### src/rtl/bit_seq_pkg.sv
// Shared types, sign/magnitude macros and index-legality helper for the
// bit-set sequencer.
`ifndef BIT_SEQ_MACROS_SVH
`define BIT_SEQ_MACROS_SVH
// Sign bit and magnitude field of a w-bit sign-magnitude index.
`define BIT_SEQ_SIGN(x, w) x[(w)-1]
`define BIT_SEQ_MAG(x, w) x[(w)-2:0]
`endif

package bit_seq_pkg;

  typedef enum logic [1:0] {
    StIdle,
    StRun,
    StFlush,
    StDone
  } state_e;

  // Legal when positive and the magnitude addresses a bit inside an n-bit word.
  function automatic logic idx_legal(input logic sign, input logic [31:0] mag,
                                     input int unsigned n);
    return !sign && (mag < n);
  endfunction

endpackage

### src/rtl/idx_fifo.sv
// Synchronous index queue: push/pop/clear with full/empty flags and a
// one-entry-left flag used to detect the final pop of a run.
module idx_fifo #(
  parameter int unsigned Width = 8,
  parameter int unsigned Depth = 4
) (
  input  logic             clk_i,
  input  logic             rst_ni,
  input  logic             push_i,
  input  logic [Width-1:0] wdata_i,
  input  logic             pop_i,
  input  logic             clear_i,
  output logic [Width-1:0] rdata_o,
  output logic             full_o,
  output logic             empty_o,
  output logic             one_left_o
);

  localparam int unsigned AW = $clog2(Depth);
  localparam logic [AW:0] PtrOne = (AW + 1)'(1);

  logic [Width-1:0] mem_q [Depth];
  logic [AW:0]      wr_ptr_q, wr_ptr_d;
  logic [AW:0]      rd_ptr_q, rd_ptr_d;
  logic [AW:0]      level;

  // Extra pointer MSB distinguishes full from empty.
  assign level      = wr_ptr_q - rd_ptr_q;
  assign empty_o    = (wr_ptr_q == rd_ptr_q);
  assign full_o     = (wr_ptr_q[AW] != rd_ptr_q[AW]) &&
                      (wr_ptr_q[AW-1:0] == rd_ptr_q[AW-1:0]);
  assign one_left_o = (level == PtrOne);
  assign rdata_o    = mem_q[rd_ptr_q[AW-1:0]];

  // Pointer next-state; clear wins over push/pop.
  always_comb begin
    wr_ptr_d = wr_ptr_q;
    rd_ptr_d = rd_ptr_q;
    if (clear_i) begin
      wr_ptr_d = '0;
      rd_ptr_d = '0;
    end else begin
      if (push_i && !full_o) wr_ptr_d = wr_ptr_q + PtrOne;
      if (pop_i && !empty_o) rd_ptr_d = rd_ptr_q + PtrOne;
    end
  end

  // Pointer registers.
  always_ff @(posedge clk_i or negedge rst_ni) begin
    if (!rst_ni) begin
      wr_ptr_q <= '0;
      rd_ptr_q <= '0;
    end else begin
      wr_ptr_q <= wr_ptr_d;
      rd_ptr_q <= rd_ptr_d;
    end
  end

  // Storage; contents are don't-care while the pointers say empty.
  always_ff @(posedge clk_i) begin
    if (push_i && !full_o && !clear_i) mem_q[wr_ptr_q[AW-1:0]] <= wdata_i;
  end

endmodule

### src/rtl/bit_set_sequencer.sv
// Batch controller for the bit-set datapath: queues sign-magnitude indices,
// then ORs one bit per clock into an accumulator during a run.
// Build option BIT_SEQ_SKIP_ERR_EN: illegal indices are skipped and the run
// continues instead of aborting and flushing the queue.
module bit_set_sequencer
  import bit_seq_pkg::*;
#(
  parameter int unsigned N     = 8,
  parameter int unsigned DEPTH = 4
) (
  input  logic                       i_clk,
  input  logic                       i_rst_n,
  input  logic [N-1:0]               in_base,
  input  logic                       in_load,
  input  logic [N-1:0]               in_idx,
  input  logic                       in_idx_valid,
  output logic                       o_idx_ready,
  input  logic                       in_start,
  output logic                       o_busy,
  output logic                       o_done,
  output logic [N-1:0]               o_out,
  output logic                       o_ERR,
  output logic [$clog2(DEPTH+1)-1:0] o_count
);

  localparam int unsigned CntW = $clog2(DEPTH + 1);

  state_e          state_q, state_d;
  logic [N-1:0]    acc_q, acc_d;
  logic            err_q, err_d;
  logic [CntW-1:0] cnt_q, cnt_d;

  logic         push, pop, clear;
  logic [N-1:0] head_idx;
  logic [N-2:0] head_mag;
  logic [N-1:0] one_hot;
  logic         head_legal;
  logic         fifo_full, fifo_empty, fifo_last;

  assign o_idx_ready = (state_q == StIdle) && !fifo_full;
  assign push        = in_idx_valid && o_idx_ready;
  assign pop         = (state_q == StRun);
  assign clear       = (state_q == StFlush);

  idx_fifo #(
    .Width(N),
    .Depth(DEPTH)
  ) u_idx_fifo (
    .clk_i     (i_clk),
    .rst_ni    (i_rst_n),
    .push_i    (push),
    .wdata_i   (in_idx),
    .pop_i     (pop),
    .clear_i   (clear),
    .rdata_o   (head_idx),
    .full_o    (fifo_full),
    .empty_o   (fifo_empty),
    .one_left_o(fifo_last)
  );

  assign head_mag   = `BIT_SEQ_MAG(head_idx, N);
  assign one_hot    = {{(N-1){1'b0}}, 1'b1} << head_mag;
  assign head_legal = idx_legal(`BIT_SEQ_SIGN(head_idx, N), 32'(head_mag), N);

  // Next-state and datapath updates.
  always_comb begin
    state_d = state_q;
    acc_d   = acc_q;
    err_d   = err_q;
    cnt_d   = cnt_q;
    unique case (state_q)
      StIdle: begin
        if (in_load) begin
          acc_d = in_base;
          err_d = 1'b0;
          cnt_d = '0;
        end
        if (in_start) begin
          err_d = 1'b0;
          cnt_d = '0;
          // A push in the start cycle joins the run.
          state_d = (fifo_empty && !push) ? StDone : StRun;
        end
      end
      StRun: begin
        if (fifo_empty) begin
          state_d = StDone;
        end else if (head_legal) begin
          acc_d   = acc_q | one_hot;
          cnt_d   = cnt_q + CntW'(1);
          state_d = fifo_last ? StDone : StRun;
        end else begin
          err_d = 1'b1;
`ifdef BIT_SEQ_SKIP_ERR_EN
          state_d = fifo_last ? StDone : StRun;
`else
          state_d = StFlush;
`endif
        end
      end
      StFlush: state_d = StDone;
      StDone:  state_d = StIdle;
      default: state_d = StIdle;
    endcase
  end

  // State and result registers.
  always_ff @(posedge i_clk or negedge i_rst_n) begin
    if (!i_rst_n) begin
      state_q <= StIdle;
      acc_q   <= '0;
      err_q   <= 1'b0;
      cnt_q   <= '0;
    end else begin
      state_q <= state_d;
      acc_q   <= acc_d;
      err_q   <= err_d;
      cnt_q   <= cnt_d;
    end
  end

  assign o_busy  = (state_q == StRun) || (state_q == StFlush);
  assign o_done  = (state_q == StDone);
  assign o_out   = acc_q;
  assign o_ERR   = err_q;
  assign o_count = cnt_q;

endmodule

### config.mk
export PLATFORM = sky130hd
export DESIGN_NAME = bit_set_sequencer
export DESIGN_NICKNAME = d
export VERILOG_FILES = /design/src/rtl/bit_seq_pkg.sv /design/src/rtl/idx_fifo.sv /design/src/rtl/bit_set_sequencer.sv
export SDC_FILE = /design/constraint.sdc
export NUM_CORES = 1
export LEC_CHECK = 0
export BUFFER_PORTS_ARGS = -buffer_cell sky130_fd_sc_hd__buf_2
export CORE_MARGIN = 5
export CORE_UTILIZATION = 40
export CTS_BUF_LIST = sky130_fd_sc_hd__clkbuf_2 sky130_fd_sc_hd__clkbuf_4 sky130_fd_sc_hd__clkbuf_8
export CTS_CLUSTER_DIAMETER = 50
export CTS_CLUSTER_SIZE = 16
export DETAILED_ROUTE_END_ITERATION = 10
export PLACE_DENSITY = 0.67
export SETUP_SLACK_MARGIN = 0.3
export SLEW_MARGIN = 25
export SYNTH_ARGS = -nofsm -noshare
export SYNTH_HDL_FRONTEND = slang
export SYNTH_SLANG_ARGS = --single-unit
### constraint.sdc
create_clock -name i_clk -period 2.7 [get_ports i_clk]
set_clock_uncertainty 0.2 [all_clocks]
set_input_delay 0.135 -clock i_clk [delete_from_list [all_inputs] [get_ports i_clk]]
set_output_delay 0.135 -clock i_clk [all_outputs]
set_load 0.005 [all_outputs]
==> impl_metrics.prom <==
# TYPE chip_impl_metric gauge
chip_impl_metric{name="hold_slack",unit="ns"} 0.0306
chip_impl_metric{name="grt_pass1_vias",unit=""} 1603
chip_impl_metric{name="grt_antenna_before_repair",unit=""} 0
chip_impl_info{name="outcome",value="complete, no violations"} 1
chip_impl_info{name="timing.critical_path.to_type",value="flop"} 1
chip_impl_metric{name="first_pass_grt_wire_length",unit="um"} 8040
chip_impl_metric{name="clock_tree.buffer_depth",unit=""} 2
chip_impl_metric{name="crit_arrival",unit="ns"} 2.31
chip_impl_metric{name="p_int",unit="W"} 0.00164
chip_impl_metric{name="dp.final_hpwl",unit="um"} 3510
chip_impl_metric{name="grt_use_total",unit=""} 0.135
chip_impl_info{name="netlist.top_cell.by_area",value="sky130_fd_sc_hd__edfxtp_1"} 1
chip_impl_metric{name="final_period_demand_of_the_worst_path",unit="ns"} 2.31
chip_impl_metric{name="synth_cell_types",unit=""} 43
chip_impl_metric{name="synth_sequential_area_ratio",unit=""} 0.599
chip_impl_metric{name="synth_edf_count",unit=""} 32
chip_impl_info{name="worstHoldPathType",value="input pin to flop"} 1
chip_impl_info{name="synth_most_common_cell",value="sky130_fd_sc_hd__edfxtp_1"} 1
chip_impl_metric{name="synth-async-reset-ratio",unit=""} 0.385
chip_impl_metric{name="cts.htree.levels",unit=""} 2
chip_impl_info{name="worstSetupStartpoint",value="u_idx_fifo.rd_ptr_q[1]$_DFFE_PN0P_"} 1
chip_impl_metric{name="share_clk_of_total_power",unit=""} 0.183
chip_impl_metric{name="clkSinkCount",unit=""} 52
chip_impl_metric{name="report.final.setup_viol",unit=""} 0
chip_impl_metric{name="grt_start_max_net_pins",unit=""} 21
chip_impl_metric{name="synth_cells",unit=""} 181
chip_impl_metric{name="syn_to_final_growth",unit="%"} 23.8
chip_impl_metric{name="synthesis_stage_register_bit_count",unit=""} 52
chip_impl_metric{name="detailedRoute.firstIterationViolations",unit=""} 61
chip_impl_metric{name="portBuffers",unit=""} 35
chip_impl_metric{name="max_cap_violations",unit=""} 0
chip_impl_metric{name="place.gp.congestion",unit=""} 0.763
chip_impl_metric{name="timing.fmax",unit="GHz"} 0.433
chip_impl_metric{name="power.share.switching",unit=""} 0.364
chip_impl_metric{name="timing_hold_violations_final",unit=""} 0
chip_impl_metric{name="detail_route.vias_per_cell",unit=""} 5.14
chip_impl_metric{name="postRouteAntennaNets",unit=""} 0
chip_impl_info{name="setup.worst_path.end",value="o_count[0]$_DFFE_PN0P_"} 1
chip_impl_metric{name="timing.critical_path.required",unit="ns"} 2.70
chip_impl_metric{name="critical_path_peak_fanout",unit=""} 7
chip_impl_info{name="yosys-top-cells-count",value="sky130_fd_sc_hd__edfxtp_1, sky130_fd_sc_hd__dfrtp_1, sky130_fd_sc_hd__ha_1"} 1
chip_impl_metric{name="postSynthAreaPerCell",unit="sq um"} 13.5
chip_impl_metric{name="synth_fp_nets",unit=""} 215
chip_impl_metric{name="clkTransAtPathRegs",unit="ns"} 0.10
chip_impl_metric{name="core_region_area",unit="sq um"} 5920
chip_impl_info{name="rr_startpoint",value="u_idx_fifo.rd_ptr_q[1]$_DFFE_PN0P_"} 1
chip_impl_info{name="crit_chain",value="nor4b_1 > nor4_1 > nor4_4 > buf_4 > buf_4 > a221o_1"} 1
chip_impl_metric{name="tritoncts.num_buffers",unit=""} 5
chip_impl_info{name="cpMostUsedCell",value="sky130_fd_sc_hd__buf_4"} 1
chip_impl_metric{name="fin_setup_tns",unit="ns"} 0
chip_impl_metric{name="pre_cts_ws",unit="ns"} 0.224
chip_impl_metric{name="max_slew_margin",unit=""} 0.526
chip_impl_metric{name="timing.critical_path.slowest_cell_delay",unit="ns"} 0.64
chip_impl_metric{name="std_cell_rows",unit=""} 28
chip_impl_info{name="tritoncts_clock_tree",value="yes"} 1
chip_impl_metric{name="detail_route.first_pass.iterations",unit=""} 4
chip_impl_info{name="netlist_top_cells_area",value="sky130_fd_sc_hd__edfxtp_1, sky130_fd_sc_hd__dfrtp_1, sky130_fd_sc_hd__ha_1"} 1
chip_impl_metric{name="die_w",unit="um"} 88.1
chip_impl_metric{name="tightest_slew",unit="ns"} 0.705
chip_impl_metric{name="seq_power_share",unit=""} 0.421
chip_impl_metric{name="floorplan.die.height",unit="um"} 88.1
chip_impl_info{name="cpMaxStageDelayCell",value="sky130_fd_sc_hd__nor4_1"} 1
chip_impl_metric{name="period_share",unit=""} 0.855
chip_impl_metric{name="power.leakage",unit="nW"} 1.23
chip_impl_metric{name="final_layout_size_suffix_gt1_frac",unit=""} 0.273
chip_impl_metric{name="post_synth_instance_area",unit="sq um"} 2440
chip_impl_info{name="start_kind",value="flop"} 1
chip_impl_metric{name="initial_utilization",unit=""} 0.412
chip_impl_metric{name="boundaryPins",unit=""} 36
chip_impl_metric{name="vdd_ir_drop_max",unit="uV"} 442
chip_impl_info{name="crit-reg2reg-capture",value="o_count[0]$_DFFE_PN0P_"} 1
chip_impl_metric{name="yosysTopAreaCellShare",unit=""} 0.394
chip_impl_info{name="crit_type",value="flop to flop"} 1
chip_impl_metric{name="timing_max_transition_violations_final",unit=""} 0
chip_impl_metric{name="routedWlPerCell",unit="um"} 15.4
chip_impl_info{name="grt_setup_unrepaired",value="true"} 1
chip_impl_metric{name="synth-warning-count",unit=""} 0
chip_impl_metric{name="grt_overflow",unit=""} 0
chip_impl_metric{name="die-area",unit="sq um"} 7760
chip_impl_metric{name="power_per_standard_cell_area",unit="nW/um^2"} 854
chip_impl_metric{name="route.vias.total",unit=""} 1628
chip_impl_metric{name="post-route-worst-setup-slack",unit="ns"} 0.392
chip_impl_metric{name="wl",unit="um"} 4870
chip_impl_metric{name="clock_latency",unit="ns"} 0.31
chip_impl_metric{name="share_comb_of_total_power",unit=""} 0.396
chip_impl_metric{name="remaining_drc_errors",unit=""} 0
chip_impl_metric{name="num-fill-cells",unit=""} 503
chip_impl_metric{name="regToRegSetupSlack",unit="ns"} 0.39
chip_impl_metric{name="antenna-diode-count",unit=""} 0
chip_impl_metric{name="reg2reg_depth",unit=""} 6
chip_impl_info{name="ys_dominant_reg_cell",value="sky130_fd_sc_hd__edfxtp_1"} 1
chip_impl_info{name="ctsRootBufferMaster",value="sky130_fd_sc_hd__clkbuf_8"} 1
chip_impl_metric{name="fin_area",unit="sq um"} 3020
chip_impl_metric{name="dpl_cell_area",unit="sq um"} 2720
chip_impl_metric{name="power.net_switching",unit="W"} 0.000938
chip_impl_metric{name="final_net_count",unit=""} 275
[layout make-up]
| cell class | instances | area, sq um | area share |
|---|---|---|---|
| Clock inverter | 3 | 27.5 | 0.00911 |
| Sequential cell | 52 | 1460 | 0.484 |
| Timing Repair Buffer | 61 | 415 | 0.137 |
| Inverter | 6 | 22.5 | 0.00745 |
| Tap cell | 75 | 93.8 | 0.0311 |
| Multi-Input combinational cell | 115 | 930 | 0.308 |
| Clock buffer | 5 | 68.8 | 0.0228 |
[kinds of logic after synthesis]
logic type,Yosys count,share of synthesized area
AND/OR/NAND/NOR,54,0.136
XOR/XNOR,6,0.0215
AO/OA/AOI/OAI,30,0.0846
buffers and inverters,14,0.0246
multiplexers,12,0.0646
adder cells (fa/ha/maj),13,0.0697
flip-flops,52,0.599
[power by group through the flow]
stage               registers, W  clock network (W)  logic, W
floorplan                0.00109                  0  0.000687
global placement         0.00110                  0  0.000994
detailed placement       0.00111                  0  0.000995
CTS                      0.00109           0.000480   0.00103
global route             0.00111           0.000512   0.00115
finish                   0.00109           0.000472   0.00102
[critical path, delay by kind of cell (launching register included)]
| kind | cells | cell delay, ns |
|---|---|---|
| compound gates | 1 | 0.30 |
| buf+inv | 2 | 0.33 |
| flops | 1 | 0.46 |
| simple gates | 3 | 0.89 |
[state kept, by name, summed over array words and instances (netlist names)]
name / flops
o_ERR: 1
o_count: 3
o_out: 8
state_q: 2
u_idx_fifo.mem_q: 32
u_idx_fifo.rd_ptr_q: 3
u_idx_fifo.wr_ptr_q: 3
[routing by layer]
metal  part of all wire  vias to the layer above  track usage
li1                   -                      800            -
met1               0.48                      774        0.192
met2               0.45                       50        0.211
met3              0.058                        4       0.0282
met4             0.0074                        0       0.0371
met5                  0                        -            0
[cells in the final DEF (no fill, tap or decap), types with 2 or more instances in the layout]
| master | n |
|---|---|
| sky130_fd_sc_hd__mux2i_1 | 9 |
| sky130_fd_sc_hd__ha_1 | 12 |
| sky130_fd_sc_hd__xnor2_1 | 4 |
| sky130_fd_sc_hd__nor4_1 | 4 |
| sky130_fd_sc_hd__nor3_1 | 5 |
| sky130_fd_sc_hd__nor2_1 | 8 |
| sky130_fd_sc_hd__buf_4 | 8 |
| sky130_fd_sc_hd__nand3_1 | 4 |
| sky130_fd_sc_hd__nor4b_2 | 2 |
| sky130_fd_sc_hd__inv_1 | 6 |
| sky130_fd_sc_hd__nand2_1 | 10 |
| sky130_fd_sc_hd__dfrtp_1 | 18 |
| sky130_fd_sc_hd__a21oi_1 | 10 |
| sky130_fd_sc_hd__clkbuf_8 | 5 |
| sky130_fd_sc_hd__nor3b_1 | 2 |
| sky130_fd_sc_hd__mux4_2 | 3 |
| sky130_fd_sc_hd__buf_2 | 35 |
| sky130_fd_sc_hd__edfxtp_1 | 32 |
| sky130_fd_sc_hd__dlygate4sd3_1 | 18 |
| sky130_fd_sc_hd__xor2_1 | 2 |
| sky130_fd_sc_hd__nand2b_1 | 4 |
| sky130_fd_sc_hd__dfrtp_2 | 2 |
| sky130_fd_sc_hd__and2_2 | 4 |
| sky130_fd_sc_hd__and3_1 | 2 |
| sky130_fd_sc_hd__o31ai_1 | 9 |
| sky130_fd_sc_hd__nor4b_1 | 2 |
[metrics by stage]
stage | power (W) | std cells | utilization
4_1_cts | 0.00259 | 317 | 0.508
5_1_grt | 0.00277 | 317 | 0.510
3_3_place_gp | 0.00209 | 289 | 0.459
6_report | 0.00258 | 317 | 0.510
3_5_place_dp | 0.00210 | 289 | 0.459
2_1_floorplan | 0.00178 | 181 | -
[how the worst min path moves through the flow]
stage	from	endpoint	slack, ns	depth (start not counted)
after detailed placement	i_rst_n	u_idx_fifo.rd_ptr_q[2]$_DFFE_PN0P_	-0.08	1
final	in_idx_valid	state_q[1]$_DFFE_PN0P_	0.03	4
after CTS	in_idx_valid	state_q[1]$_DFFE_PN0P_	0.03	4
after global placement	i_rst_n	u_idx_fifo.rd_ptr_q[2]$_DFFE_PN0P_	-0.08	1
after floorplan	i_rst_n	o_ERR$_DFFE_PN0P_	-0.36	0
after global routing	in_idx_valid	u_idx_fifo.wr_ptr_q[2]$_DFFE_PN0P_	0.11	4
[repair_timing]
| item | CTS | global route |
|---|---|---|
| pin swaps | 1 | 0 |
| endpoints found under the hold margin | 61 | 0 |
| gates resized for setup | 1 | 6 |
| endpoints found under the setup margin | 9 | 43 |
| hold buffers | 18 | 0 |
| buffers inserted | 2 | 0 |
(Power assumes the default switching activity.)
